<file path="config.mk">
export PLATFORM = sky130hd
export DESIGN_NAME = simmem_write_responder
export DESIGN_NICKNAME = d
export VERILOG_FILES = /design/src/rtl/simmem_write_responder.sv
export SDC_FILE = /design/constraint.sdc
export NUM_CORES = 1
export LEC_CHECK = 0
export ABC_AREA = 1
export CAP_MARGIN = 10
export CORE_MARGIN = 5
export CORE_UTILIZATION = 35
export CTS_CLUSTER_SIZE = 14
export DETAILED_ROUTE_END_ITERATION = 6
export GPL_TIMING_DRIVEN = 1
export PLACE_DENSITY = 0.63
export SLEW_MARGIN = 5
export SYNTH_ARGS = -nofsm -noshare
export SYNTH_HDL_FRONTEND = slang
export SYNTH_SLANG_ARGS = --single-unit
export TNS_END_PERCENT = 50
</file>
<file path="constraint.sdc">
create_clock -name clk_i -period 3.59 [get_ports clk_i]
set_input_delay 0.5385 -clock clk_i [delete_from_list [all_inputs] [get_ports clk_i]]
set_output_delay 0.5385 -clock clk_i [all_outputs]
set_load 0.03 [all_outputs]
</file>
<file path="src/rtl/simmem_write_responder.sv">
// simmem_write_responder
// Slave-side AXI write responder for the simulated memory. AW requests are
// queued in a small FIFO. W beats are counted against the head burst and are
// never stored. One B response is produced per completed burst, in the order
// the AW requests were accepted.
module simmem_write_responder #(
    parameter int unsigned IDWidth      = 4,
    parameter int unsigned AxLenWidth   = 8,
    parameter int unsigned XRespWidth   = 3,
    parameter int unsigned AwQueueDepth = 4,
    parameter int unsigned RespOkay     = 0,
    parameter int unsigned RespSlvErr   = 2
) (
    input  logic                  clk_i,
    input  logic                  rst_ni,
    input  logic                  aw_valid_i,
    output logic                  aw_ready_o,
    input  logic [IDWidth-1:0]    aw_id_i,
    input  logic [AxLenWidth-1:0] aw_len_i,
    input  logic                  w_valid_i,
    output logic                  w_ready_o,
    input  logic                  w_last_i,
    output logic                  b_valid_o,
    input  logic                  b_ready_i,
    output logic [IDWidth-1:0]    b_id_o,
    output logic [XRespWidth-1:0] b_content_o
);

    localparam int unsigned PtrW = $clog2(AwQueueDepth);
    localparam int unsigned CntW = PtrW + 1;

    // A burst is well formed only when the last flag lands exactly on beat len.
    function automatic logic [XRespWidth-1:0] resp_content(input logic last,
                                                           input logic at_len);
        return (last && at_len) ? XRespWidth'(RespOkay) : XRespWidth'(RespSlvErr);
    endfunction

    // AW queue storage and control
    logic [IDWidth-1:0]    id_mem  [AwQueueDepth];
    logic [AxLenWidth-1:0] len_mem [AwQueueDepth];
    logic [PtrW-1:0]       wr_ptr_q;
    logic [PtrW-1:0]       rd_ptr_q;
    logic [CntW-1:0]       count_q;
    logic [CntW-1:0]       count_next;
    logic                  full_q;
    logic                  empty;

    // Head-burst beat tracking
    logic [AxLenWidth-1:0] beat_q;
    logic [IDWidth-1:0]    head_id;
    logic [AxLenWidth-1:0] head_len;
    logic                  at_len;

    // Handshakes
    logic                  push;
    logic                  w_hs;
    logic                  burst_end;
    logic                  b_hs;

    // B response register
    logic                  b_vld_p1;
    logic [IDWidth-1:0]    b_id_p1;
    logic [XRespWidth-1:0] b_content_p1;

    assign empty      = (count_q == '0);
    assign head_id    = id_mem[rd_ptr_q];
    assign head_len   = len_mem[rd_ptr_q];
    assign at_len     = (beat_q == head_len);

    // aw_ready comes straight from a register, so a same-cycle pop never
    // opens a slot for a same-cycle push.
    assign aw_ready_o = !full_q;
    assign push       = aw_valid_i && !full_q;

    // A beat is only taken when a burst is pending and the B slot can be
    // refilled on the same edge.
    assign w_ready_o  = !empty && (!b_vld_p1 || b_ready_i);
    assign w_hs       = w_valid_i && w_ready_o;
    assign burst_end  = w_hs && (w_last_i || at_len);
    assign b_hs       = b_vld_p1 && b_ready_i;

    assign b_valid_o   = b_vld_p1;
    assign b_id_o      = b_id_p1;
    assign b_content_o = b_content_p1;

    // Next occupancy: a simultaneous push and pop leave it unchanged.
    always_comb begin
        count_next = count_q;
        case ({push, burst_end})
            2'b10:   count_next = count_q + CntW'(1);
            2'b01:   count_next = count_q - CntW'(1);
            default: count_next = count_q;
        endcase
    end

    // Queue payload write; storage is data only and needs no reset.
    always_ff @(posedge clk_i) begin
        if (push) begin
            id_mem[wr_ptr_q]  <= aw_id_i;
            len_mem[wr_ptr_q] <= aw_len_i;
        end
    end

    // Queue pointers, occupancy and registered full flag.
    always_ff @(posedge clk_i or negedge rst_ni) begin
        if (!rst_ni) begin
            wr_ptr_q <= '0;
            rd_ptr_q <= '0;
            count_q  <= '0;
            full_q   <= 1'b0;
        end else begin
            if (push) begin
                wr_ptr_q <= wr_ptr_q + PtrW'(1);
            end
            if (burst_end) begin
                rd_ptr_q <= rd_ptr_q + PtrW'(1);
            end
            count_q <= count_next;
            full_q  <= (count_next == CntW'(AwQueueDepth));
        end
    end

    // Beat counter for the head burst; cleared when the burst closes.
    always_ff @(posedge clk_i or negedge rst_ni) begin
        if (!rst_ni) begin
            beat_q <= '0;
        end else if (burst_end) begin
            beat_q <= '0;
        end else if (w_hs) begin
            beat_q <= beat_q + AxLenWidth'(1);
        end
    end

    // ---- stage p1: B response register, loaded one cycle after the final beat
    always_ff @(posedge clk_i or negedge rst_ni) begin
        if (!rst_ni) begin
            b_vld_p1     <= 1'b0;
            b_id_p1      <= '0;
            b_content_p1 <= '0;
        end else if (burst_end) begin
            b_vld_p1     <= 1'b1;
            b_id_p1      <= head_id;
            b_content_p1 <= resp_content(w_last_i, at_len);
        end else if (b_hs) begin
            b_vld_p1     <= 1'b0;
            b_id_p1      <= '0;
            b_content_p1 <= '0;
        end
    end

endmodule

</file>
==> results of run 1 <==
-- cells by family after synthesis --
kind of cell / synth area share, %
flops: 63.99
other cells: 0.1205
simple gates: 20.94
buf+inv: 6.069
compound gates: 3.577
xor+xnor: 2.251
fa+ha+maj: 3.055
-- worst min path at each step --
stage / slack, ns / depth (start not counted) / to
6_report: 0.51 / 2 / b_content_o[1]
5_1_grt: 0.52 / 1 / count_q[0]
4_1_cts: 0.51 / 1 / count_q[0]
3_5_place_dp: 0.50 / 1 / count_q[0]
2_1_floorplan: 0.24 / 0 / b_content_o[1]
3_3_place_gp: 0.49 / 1 / count_q[0]
-- layer usage --
layer	wire (um)	vias up
li1	-	1035
met1	2825	962
met2	2639	41
met3	261	10
met4	150	0
met5	0	-
-- state kept, by name (all words and copies together), names as in the netlist --
register / count
len_mem: 32
id_mem: 16
beat_q: 8
b_id_o: 4
count_q: 3
rd_ptr_q: 2
wr_ptr_q: 2
b_content_o: 1
b_valid_o: 1
full_q: 1
-- per-stage QoR --
step / cell area [um2] / instances / hold slack (ns) / setup slack, ns / utilization (%)
2_1_floorplan: 3117 / 295 / 0.2429 / 0.9388 / -
3_3_place_gp: 3458 / 423 / 0.4894 / 0.6966 / 39.85
3_5_place_dp: 3458 / 423 / 0.4977 / 0.6198 / 39.85
4_1_cts: 3646 / 438 / 0.5089 / 0.5906 / 42.01
5_1_grt: 3646 / 438 / 0.5216 / 0.2230 / 42.01
6_report: 3646 / 438 / 0.5061 / 0.6015 / 42.01
-- worst max-delay path, cell delays in order (launching register included) --
cell	delay, ns
dfrtp_1	0.67
inv_2	0.23
nand3_1	0.19
nand2_1	0.07
nand2_1	0.06
nand3_1	0.09
nor2_2	0.13
nand2_2	0.09
a21oi_4	0.13
ha_1	0.16
inv_1	0.07
fa_1	0.39
a21oi_1	0.14
o21ai_0	0.11
xor2_1	0.18
nor3b_1	0.20
-- layout make-up --
| type | instances | area share [%] |
|---|---|---|
| sequential | 70 | 54.63 |
| clock inverter | 6 | 1.750 |
| inverter | 26 | 2.745 |
| tap | 108 | 3.706 |
| multi-input combinational | 188 | 25.67 |
| timing repair buffer | 31 | 8.099 |
| clock buffer | 9 | 3.397 |
-- power groups by stage --
| stage | combinational (mW) | clock, mW | sequential (mW) |
|---|---|---|---|
| after global placement | 0.943 | 0 | 1.21 |
| after CTS | 0.967 | 0.622 | 1.19 |
| after detailed placement | 0.962 | 0 | 1.21 |
| final | 0.955 | 0.605 | 1.19 |
| after floorplan | 0.690 | 0 | 1.21 |
| after global routing | 1.10 | 0.656 | 1.22 |
-- placed cells by master (no fill, tap or decap), drive strengths merged, types with 2 or more instances in the layout --
cell            n
a21oi           3
xnor2           2
ha              6
clkinv          4
nor3            2
edfxtp         48
nand3          38
nand2          85
clkbuf          9
xor2            6
conb            2
o22ai           4
inv            26
o21ai          12
nor2           23
buf             6
dfrtp          22
clkdlybuf4s50  25
==> impl_metrics.tcl, run 1 <==
set metrics [dict create \
    outcome "complete, no violations" \
    ys_async_sr_fraction_pct 31.43 \
    start_kind "register" \
    power.internal_mw 1.727 \
    clkTransAtPathRegs_ns 0.08 \
    viasPerCell 4.676 \
    totalWireLength_um 5876 \
    multi_input_area_um2 935.9 \
    clock_skew_ns 0.01220 \
    tritoncts "yes" \
    p_clk_share_pct 22.0 \
    htree_levels 3 \
    yosysMostFrequentCell "nand2_1" \
    crit_path_end "full_q" \
    ys.flop_type "edfxtp_1" \
    die-area_um2 10880 \
    seq_area_um2 1992 \
    firstDrtPassIters 4 \
    rsz0062_at_grt "false" \
    grt_pass1_wl_um 10060 \
    ir_worst_vdd_v 0.0002491 \
    hold_path_class "register to register" \
    slew_violations 0 \
    hp-start "b_content_o[1]" \
    slew_headroom_pct 31.67 \
    die_y_um 104.3 \
    synth-seq-area-share_pct 63.99 \
    cts_setup_buffers 0 \
    yosys.area.top_type "edfxtp_1" \
    cts_sinks 70 \
    drtIter0Drc 101 \
    hold_violations 0 \
    synthCells 294 \
    setup_tns_ns 0 \
    synth_area_um2 3113 \
    ioPinCount 28 \
    cts_resized 0 \
    ant_nets 0 \
    tightest_slew_ns 1.022 \
    power.share.combinational_pct 34.7 \
    num_rows 34 \
    switchingPower_mw 1.023 \
    p_sw_share_pct 37.20 \
    pwr_density_cell_nw_per_um2 754.4 \
    regToRegSetupSlack_ns 0.60 \
    leakage_nw 1.485 \
    synth_edf_count 48 \
    hpwl_um 4015 \
    grt_pass1_vias 2070 \
    period_share_pct 83.24 \
    min_period_ns 2.988 \
    regToRegStartpoint "rd_ptr_q[1]" \
    synth.ff_latch_count 70 \
    track_usage_pct 11.80 \
    num-fill-cells 856 \
    die_w_um 104.3 \
    cts_buffers 9 \
    coreArea_um2 8678 \
    maxCapViolCount 0 \
    setup_viol 0 \
    grt-busiest-layer "met2" \
    crit_start "rd_ptr_q[1]" \
    cp.required_ns 3.85 \
    seq_power_share_pct 43.3 \
    antenna_found_initial 0 \
    root_buffer "clkbuf_8" \
    place_congestion 0.7644 \
    path_class "register to register" \
    p_total_mw 2.750 \
    via_count 2048 \
    fmax_mhz 334.6 \
    synth.top_cells.by_count "nand2_1, edfxtp_1, nand3_1" \
    initial_core_util_pct 35.87 \
    r2r-end "full_q" \
    use_met2_pct 17.96 \
    syn_to_final_growth_pct 17.12 \
    synth_cell_types 29 \
    ys_top_cells_by_area "edfxtp_1, dfrtp_1, nand2_1, nand3_1, inv_1" \
    avgSynthCellArea_um2 10.59 \
    ys_warn_count 0 \
    grt_max_degree 26 \
    grt_use_met3_pct 3.042 \
    io_buffers 25 \
    cp_max_fo 15 \
    layout-drive-gt1-share_pct 9.394 \
    clk_latency_ns 0.34 \
    wl_per_cell_um 13.42 \
    synth_top_area_share_pct 46.30 \
    hold_buffers 0 \
    r2r_cells 15 \
    critPathCaptureType "register" \
    clock_path_buffers 2 \
    met1_usage_pct 15.54 \
    cp.arrival_ns 3.25 \
    antenna_cells 0 \
    grt-ovfl-total 0 \
    drc_errors 0 \
    nNetsFinal 351 \
]
(Power assumes the default switching activity.)
==> run 2, diff against run 1 <==
Settings changed: PLACE_DENSITY 0.63 to 0.65.
Clock period 3.59 ns to 2.6 ns, I/O delays scaled along.
==> impl_metrics.tcl, run 2 (synthesized netlist as in run 1, its figures left out) <==
set metrics [dict create \
    seq_power_share_pct 38.3 \
    syn_to_final_growth_pct 25.04 \
    nNetsFinal 373 \
    track_usage_pct 12.04 \
    clkTransAtPathRegs_ns 0.08 \
    fmax_mhz 378.5 \
    placed_cells 432 \
    num_rows 34 \
    cp.arrival_ns 2.88 \
    slew_violations 0 \
    clock_path_buffers 2 \
    start_kind "register" \
    reg.largest.list "len_mem: 32 flops, id_mem: 16 flops, beat_q: 8 flops" \
    p_sw_share_pct 35.97 \
    worst_hold_slack_ns 0.3987 \
    power.internal_mw 2.695 \
    p_total_mw 4.209 \
    mostFrequentLayoutCell "nand2_1" \
    drtIter0Drc 133 \
    multi_input_area_um2 974.7 \
    cp.required_ns 2.84 \
    dpl-instance-area_um2 3546 \
    layout-drive-gt1-share_pct 17.85 \
    grt-ovfl-total 0 \
    p_clk_share_pct 22.9 \
    firstDrtPassIters 4 \
    largest_register_ffs 32 \
    grt_max_degree 23 \
    place_congestion 0.8636 \
    drc_errors 0 \
    clk_latency_ns 0.35 \
    wl_per_cell_um 13.28 \
    coreArea_um2 8678 \
    fin_area_um2 3892 \
    min_period_ns 2.642 \
    cts_sinks 70 \
    root_buffer "clkbuf_8" \
    final_util_pct 44.85 \
    viasPerCell 4.694 \
    violations "setup timing" \
    hpwl_um 4223 \
    final_cell_mix "nand2_1, edfxtp_1, nand3_1" \
    fin_ws_ns -0.04229 \
    pwr_density_cell_nw_per_um2 1081 \
    ir_worst_vdd_v 0.0003063 \
    die_w_um 104.3 \
    die-area_um2 10880 \
    grt_pass1_wl_um 10410 \
    ioPinCount 28 \
    seq_area_um2 1993 \
    grt_pass1_vias 2145 \
    maxCapViolCount 0 \
    path_class "register to register" \
    totalWireLength_um 6123 \
    outcome "complete, but fails checks" \
    leakage_nw 1.608 \
    antenna_cells 0 \
    ant_nets 0 \
    instances_no_fill 461 \
    via_count 2164 \
    setup_viol 2 \
    cts_buffers 9 \
    antenna_found_initial 0 \
    dp_slack_ns -0.09440 \
    clock_skew_ns 0.009277 \
    die_y_um 104.3 \
    cp_max_fo 6 \
    hold_buffers 0 \
    power.share.combinational_pct 38.8 \
    period_share_pct 101.6 \
    critPathCaptureType "register" \
    setup_tns_ns -0.04430 \
    regMostFlops "len_mem" \
    hold_violations 0 \
    hold_path_class "input port to async pin" \
    tritoncts "yes" \
    rsz0062_at_grt "true" \
    switchingPower_mw 1.514 \
    io_buffers 25 \
    initial_core_util_pct 35.87 \
    num-fill-cells 809 \
    htree_levels 3 \
]
## run 2: cell types whose count changed in the layout (fill, tap and decap cells not counted), moves of 2 or more
| cell | before | now |
|---|---|---|
| o21ai_1 | 0 | 2 |
| inv_6 | 0 | 2 |
| nand3_1 | 37 | 34 |
| clkinvlp_4 | 1 | 3 |
| o21ai_0 | 12 | 10 |
| buf_4 | 6 | 24 |
| buf_6 | 0 | 2 |
| nand3_2 | 1 | 4 |
## run 2: worst paths after layout
kind / start / end / slack [ns] / cells past startpoint
max in group asynchronous: rst_ni / rd_ptr_q[0] / 1.96 / 2
hold / removal: rst_ni / b_id_o[0] / 0.40 / 2
setup / recovery: rd_ptr_q[0] / full_q / -0.04 / 17
min in group clk_i: b_id_o[3] / b_id_o[3] / 0.51 / 2
setup reg to reg: rd_ptr_q[0] / full_q / -0.04 / 17
hold reg to reg: b_id_o[3] / b_id_o[3] / 0.51 / 2
## run 2: area by class of cell
class	count	area share [%]
flip-flops and latches	70	51.21
multi-input cells	188	25.04
repair buffers	51	11.64
well taps	108	3.472
clock buffers	10	3.279
inverters	26	2.572
clock inverters	6	2.411
repair inverters	2	0.3857
## run 2: worst max-delay path: stages (launching register included)
cell and delay (ns):
dfrtp_2 0.47, clkinvlp_4 0.20, nand2_2 0.08, nand3_1 0.09, nand2_1 0.09, nand2_1 0.05
nand2_1 0.05, nand2_1 0.07, nor2_2 0.15, nand2_2 0.09, a21oi_4 0.16, ha_4 0.14
inv_2 0.05, fa_2 0.34, a21oi_2 0.12, o21ai_1 0.08, xor2_1 0.15, nor3b_2 0.16
## run 2: what timing repair did
action	4_1_cts	5_1_grt
resized for setup	7	2
setup buffers	9	2
setup endpoints to repair	1	3
cloned	2	0
pin swaps	7	2
## run 2: routing by layer
layer | GRT usage, % | share of wire (%)
met1 | 15.75 | 47
met2 | 17.83 | 45
met4 | 6.383 | 2.7
met5 | 0 | 0
met3 | 3.662 | 5.0
## run 2: power by group through the flow
stage / combinational, mW / sequential (mW) / clock (mW)
final: 1.63 / 1.61 / 0.965
after detailed placement: 1.47 / 1.62 / 0
after CTS: 1.60 / 1.61 / 0.988
after global placement: 1.44 / 1.62 / 0
after global routing: 1.82 / 1.64 / 1.04
after floorplan: 0.973 / 1.67 / 0
